==> config.mk <==
export PLATFORM = sky130hd
export DESIGN_NAME = sdram_arbiter
export DESIGN_NICKNAME = d
export VERILOG_FILES = /design/src/rtl/sdram_arbiter.sv
export SDC_FILE = /design/constraint.sdc
export NUM_CORES = 1
export LEC_CHECK = 0
export CORE_ASPECT_RATIO = 2
export CORE_MARGIN = 3
export CORE_UTILIZATION = 49
export DETAILED_ROUTE_END_ITERATION = 12
export GPL_ROUTABILITY_DRIVEN = 0
export PLACE_DENSITY = 0.89
export SLEW_MARGIN = 20
export SYNTH_ARGS = -nofsm -noshare
export SYNTH_HDL_FRONTEND = slang
export SYNTH_SLANG_ARGS = --single-unit
==> constraint.sdc <==
create_clock -name clk -period 4.8 [get_ports clk]
set_input_delay 1.2 -clock clk [delete_from_list [all_inputs] [get_ports clk]]
set_output_delay 1.2 -clock clk [all_outputs]
set_load 0.02 [all_outputs]
==> src/rtl/sdram_arbiter.sv <==
// sdram_arbiter: two-requester front end for an SDRAM controller with one outstanding transaction,
// round-robin on ties and a read-response timeout.
module sdram_arbiter #(
  parameter int unsigned TIMEOUT_CYCLES = 1023
) (
  input  logic        clk,
  input  logic        rst,
  input  logic [22:0] m0_addr,
  input  logic        m0_rw,
  input  logic [7:0]  m0_din,
  input  logic        m0_in_valid,
  output logic        m0_busy,
  output logic [7:0]  m0_dout,
  output logic        m0_out_valid,
  input  logic [22:0] m1_addr,
  input  logic        m1_rw,
  input  logic [7:0]  m1_din,
  input  logic        m1_in_valid,
  output logic        m1_busy,
  output logic [7:0]  m1_dout,
  output logic        m1_out_valid,
  output logic [22:0] s_addr,
  output logic        s_rw,
  output logic [7:0]  s_din,
  output logic        s_in_valid,
  input  logic        s_busy,
  input  logic [7:0]  s_dout,
  input  logic        s_out_valid,
  output logic        rd_timeout
);
  typedef enum logic [1:0] {IDLE, ISSUE, RD_WAIT} state_t;
  state_t r_state, w_next;
  logic [1:0][22:0] w_in_addr, r_addr;
  logic [1:0][7:0]  w_in_din, r_din, r_dout;
  logic [1:0]       w_in_rw, w_in_valid, r_rw, r_full, r_ov;
  logic             r_sel, r_last, w_pick, w_issue, w_done, w_expire;
  logic [15:0]      r_cnt;
  logic [16:0]      w_cnt_inc;
  logic [22:0]      r_s_addr;
  logic [7:0]       r_s_din;
  logic             r_s_rw, r_s_iv, r_to;
  assign w_in_addr  = {m1_addr, m0_addr};
  assign w_in_din   = {m1_din, m0_din};
  assign w_in_rw    = {m1_rw, m0_rw};
  assign w_in_valid = {m1_in_valid, m0_in_valid};
  assign {m1_busy, m0_busy}           = r_full;
  assign {m1_out_valid, m0_out_valid} = r_ov;
  assign m0_dout    = r_dout[0];
  assign m1_dout    = r_dout[1];
  assign s_addr     = r_s_addr;
  assign s_rw       = r_s_rw;
  assign s_din      = r_s_din;
  assign s_in_valid = r_s_iv;
  assign rd_timeout = r_to;
  always_comb begin
    w_cnt_inc = {1'b0, r_cnt} + 17'd1;
    // requester 1 wins when it alone is full, or on a tie when requester 0 was served last
    w_pick    = r_full[1] & (~r_full[0] | ~r_last);
    w_issue   = (r_state == ISSUE) && !s_busy;
    w_done    = (r_state == RD_WAIT) && s_out_valid;
    w_expire  = (r_state == RD_WAIT) && !s_out_valid && (w_cnt_inc == 17'(TIMEOUT_CYCLES));
    w_next    = (r_state == IDLE)  ? (|r_full ? ISSUE : IDLE) :
                (r_state == ISSUE) ? (s_busy ? ISSUE : (r_rw[r_sel] ? IDLE : RD_WAIT)) :
                (r_state == RD_WAIT) ? ((w_done || w_expire) ? IDLE : RD_WAIT) : IDLE;
  end
  always_ff @(posedge clk) begin
    if (rst) r_state <= IDLE;
    else r_state <= w_next;
  end
  always_ff @(posedge clk) begin
    if (rst) begin
      r_full   <= '0;
      r_last   <= 1'b1;
      r_sel    <= 1'b0;
      r_cnt    <= '0;
      r_s_addr <= '0;
      r_s_rw   <= 1'b0;
      r_s_din  <= '0;
      r_s_iv   <= 1'b0;
      r_dout   <= '0;
      r_ov     <= '0;
      r_to     <= 1'b0;
    end else begin
      r_s_iv <= w_issue;
      r_ov   <= w_done ? (2'b01 << r_sel) : 2'b00;
      r_to   <= w_expire;
      if (r_state == IDLE) r_sel <= w_pick;
      if (w_issue) begin
        r_s_addr <= r_addr[r_sel];
        r_s_rw   <= r_rw[r_sel];
        r_s_din  <= r_din[r_sel];
        r_last   <= r_sel;
        r_cnt    <= '0;
      end else if (r_state == RD_WAIT) begin
        r_cnt <= r_cnt + 16'd1;
      end
      if (w_done) r_dout[r_sel] <= s_dout;
      // a full buffer never captures, so capture and drain of one buffer cannot collide
      for (int i = 0; i < 2; i++) begin
        if (w_in_valid[i] && !r_full[i]) begin
          r_full[i] <= 1'b1;
          r_addr[i] <= w_in_addr[i];
          r_rw[i]   <= w_in_rw[i];
          r_din[i]  <= w_in_din[i];
        end else if (w_issue && r_sel == i[0]) begin
          r_full[i] <= 1'b0;
        end
      end
    end
  end
endmodule

==> reports/qor.yml <==
status:
  status: "finished clean"
cts:
  cts_sinks: 138
  numCtsBuffers: 17
  cts_root_buffer: "clkbuf_16"
  cts_setup_buffers: 0
  cts_resized: 0
  h-tree-depth: 4
  clk_path_buf_depth: 2
  hold_buffers: 0
  cts.clk_slew.worst_paths_ns: 0.06
  clock_latency_ns: 0.40
  cts_tree: "yes"
power:
  swShare_pct: 22.6
  combPwrFrac_pct: 8.4
  power.density_nw_per_um2: 391
  ir_worst_vdd_mv: 0.274
  power_switching_uw: 635
  p_total_uw: 2810
  p_leak_uw: 0.00239
  pwr-share-seq_pct: 46.8
  internal_power_uw: 2180
  p_clk_share_pct: 44.8
sta:
  max_freq_mhz: 374
  tightest_slew_ns: 0.684
  finClkSkew_ns: 0.00803
  finalMaxSlewViolations: 0
  fin_tns_setup_ns: 0
  slew_headroom_pct: 54.3
  rsz0062_at_grt: "no"
  finalCriticalPeriod_ns: 2.68
  finalWorstSetupSlack_ns: 2.12
  fin_crit_sh_pct: 55.8
  setup_viol: 0
  hold_violations: 0
  hold_slack_ns: 0.457
global_routing:
  grtUsageMet3_pct: 5.56
  grt_max_degree: 66
  grt_util_met1_pct: 21.3
  antenna_found_initial: 0
  grt-ovfl-total: 0
  grt.met2_usage_pct: 39.6
  grt_pass1_vias: 3886
  grt-busiest-layer: "met2"
  track_usage_pct: 20.6
  grt_pass1_wl_mm: 18.7
setup_path:
  path_max_fanout: 6
  max_stage_delay_ns: 0.64
  worstPathArrival_ns: 1.48
  cp_slowest_cell: "clkdlybuf4s50_1"
  start_kind: "flip-flop"
  cp_data_required_time_ns: 3.60
  crit_type: "flip-flop to output pin"
  cp_cell_sequence: "clkdlybuf4s50_1"
  crit_path_end_kind: "output pin"
  timing.critical_path.buf_inv: 1
  critical_path.top_delay_family: "buffers and inverters"
synthesis:
  synth_top_area_cell: "edfxtp_1"
  ys.flop_type: "dfxtp_1"
  ys_top_cells_by_count: "dfxtp_1, edfxtp_1, nor2_1"
  synth.most_common_cell: "dfxtp_1"
  syn_area_sq_um: 5200
  ys_ff_latch: 138
  synth_top_area_share_pct: 36.9
  synth-edff-count: 64
  synth_warnings: 0
  synthCells: 441
  synth_cell_types: 37
  synthArstFlopShare_pct: 0
  synthTopCellsByArea: "edfxtp_1, dfxtp_1, mux2i_1, a211oi_1, nor2_1"
  syn_area_per_cell_sq_um: 11.8
  seq_area_frac_synth_pct: 65.4
  syn_nets: 521
floorplanning:
  initial_utilization_pct: 51.0
  io_pins: 132
  die_w_um: 78.9
  fp.dieArea_sq_um: 12000
  die_h_um: 152
  core.rowCount: 52
  core_sq_um: 10200
drt:
  wirelength_mm: 12.1
  dr.pass1.iters: 5
  drc: 0
  viasPerCell: 5.37
  postRouteAntennaNets: 0
  num_vias: 3848
  drtIter0Drc: 248
  wire_per_inst_um: 16.8
place:
  place_hpwl_mm: 8.26
  pre_cts_ws_ns: 1.64
  portBuffers: 131
  dp.cells: 685
hold_path:
  hold_class: "flip-flop to flip-flop"
layout:
  nFillCells: 721
  stdcell_count: 717
  area_growth_pct: 38.1
  nets: 649
  diodes: 0
  drive_above_1_share_pct: 7.90
job:
  drv_cap: 0
-- sequential cells by signal (all words and copies together) (netlist names), 2 cells and up --
register	cells
r_cnt	16
m0_dout	8
r_addr	46
r_din	16
r_full	2
m1_dout	8
r_rw	2
s_din	8
s_addr	23
r_state	2
r_ov	2
-- worst paths after layout --
kind	slack, ns	end	cells past startpoint	from
hold / removal	0.46	m0_dout[4]	2	m0_dout[4]
hold reg to reg	0.46	m0_dout[4]	2	m0_dout[4]
setup reg to reg	2.64	r_state[1]	6	r_cnt[1]
setup / recovery	2.12	m1_busy	1	r_full[1]
-- area by class of cell --
type / count / area, sq um / area share, %
Sequential cell: 138 / 3410 / 47.4
Timing Repair Buffer: 134 / 1330 / 18.5
Inverter: 4 / 15.0 / 0.209
Clock buffer: 19 / 433 / 6.02
Clock inverter: 13 / 143 / 1.98
Multi-Input combinational cell: 274 / 1690 / 23.6
Tap cell: 135 / 169 / 2.35
-- per-layer routing --
layer | vias up | wire length, um
met2 | 162 | 6950
met1 | 1833 | 4250
li1 | 1833 | -
met4 | 0 | 215
met3 | 20 | 647
met5 | - | 0
-- metrics by stage --
stage | instance area (sq um) | util, %
final | 7190 | 70.4
after global routing | 7190 | 70.4
after CTS | 7180 | 70.3
after detailed placement | 6610 | 64.7
after global placement | 6610 | 64.7
after floorplan | 5200 | -
-- power by group through the flow --
stage               registers, uW  clock network, uW  logic (uW)
floorplan                    1350                  0        87.4
global placement             1340                  0         229
detailed placement           1340                  0         237
CTS                          1320               1280         239
global route                 1320               1340         255
finish                       1320               1260         236
-- cells by family after synthesis --
kind of cell | synth area share (%)
muxes | 6.35
buffers and inverters | 2.33
and+or+nand+nor | 13.9
xor gates and xnor gates | 2.86
AOI/OAI and AO/OA | 8.68
adders and majority gates | 0.481
DFF | 65.4
-- layout by cell type (no fill, tap or decap), types with 3 or more instances in the layout --
cell type and instances:
dfxtp_1 73, clkbuf_16 17, clkdlybuf4s50_1 130, nor2b_1 3, nand3_1 13, xor2_1 9
nor2_1 61, a21oi_1 23, and3_1 4, nor3_1 7, o21ai_0 3, clkinvlp_4 4
inv_1 4, buf_4 3, nand4_1 5, nand2_1 47, xnor2_1 8, a211oi_1 33
mux2i_1 33, edfxtp_1 64, inv_6 5
Note: power is estimated with default switching activity, not from simulation.
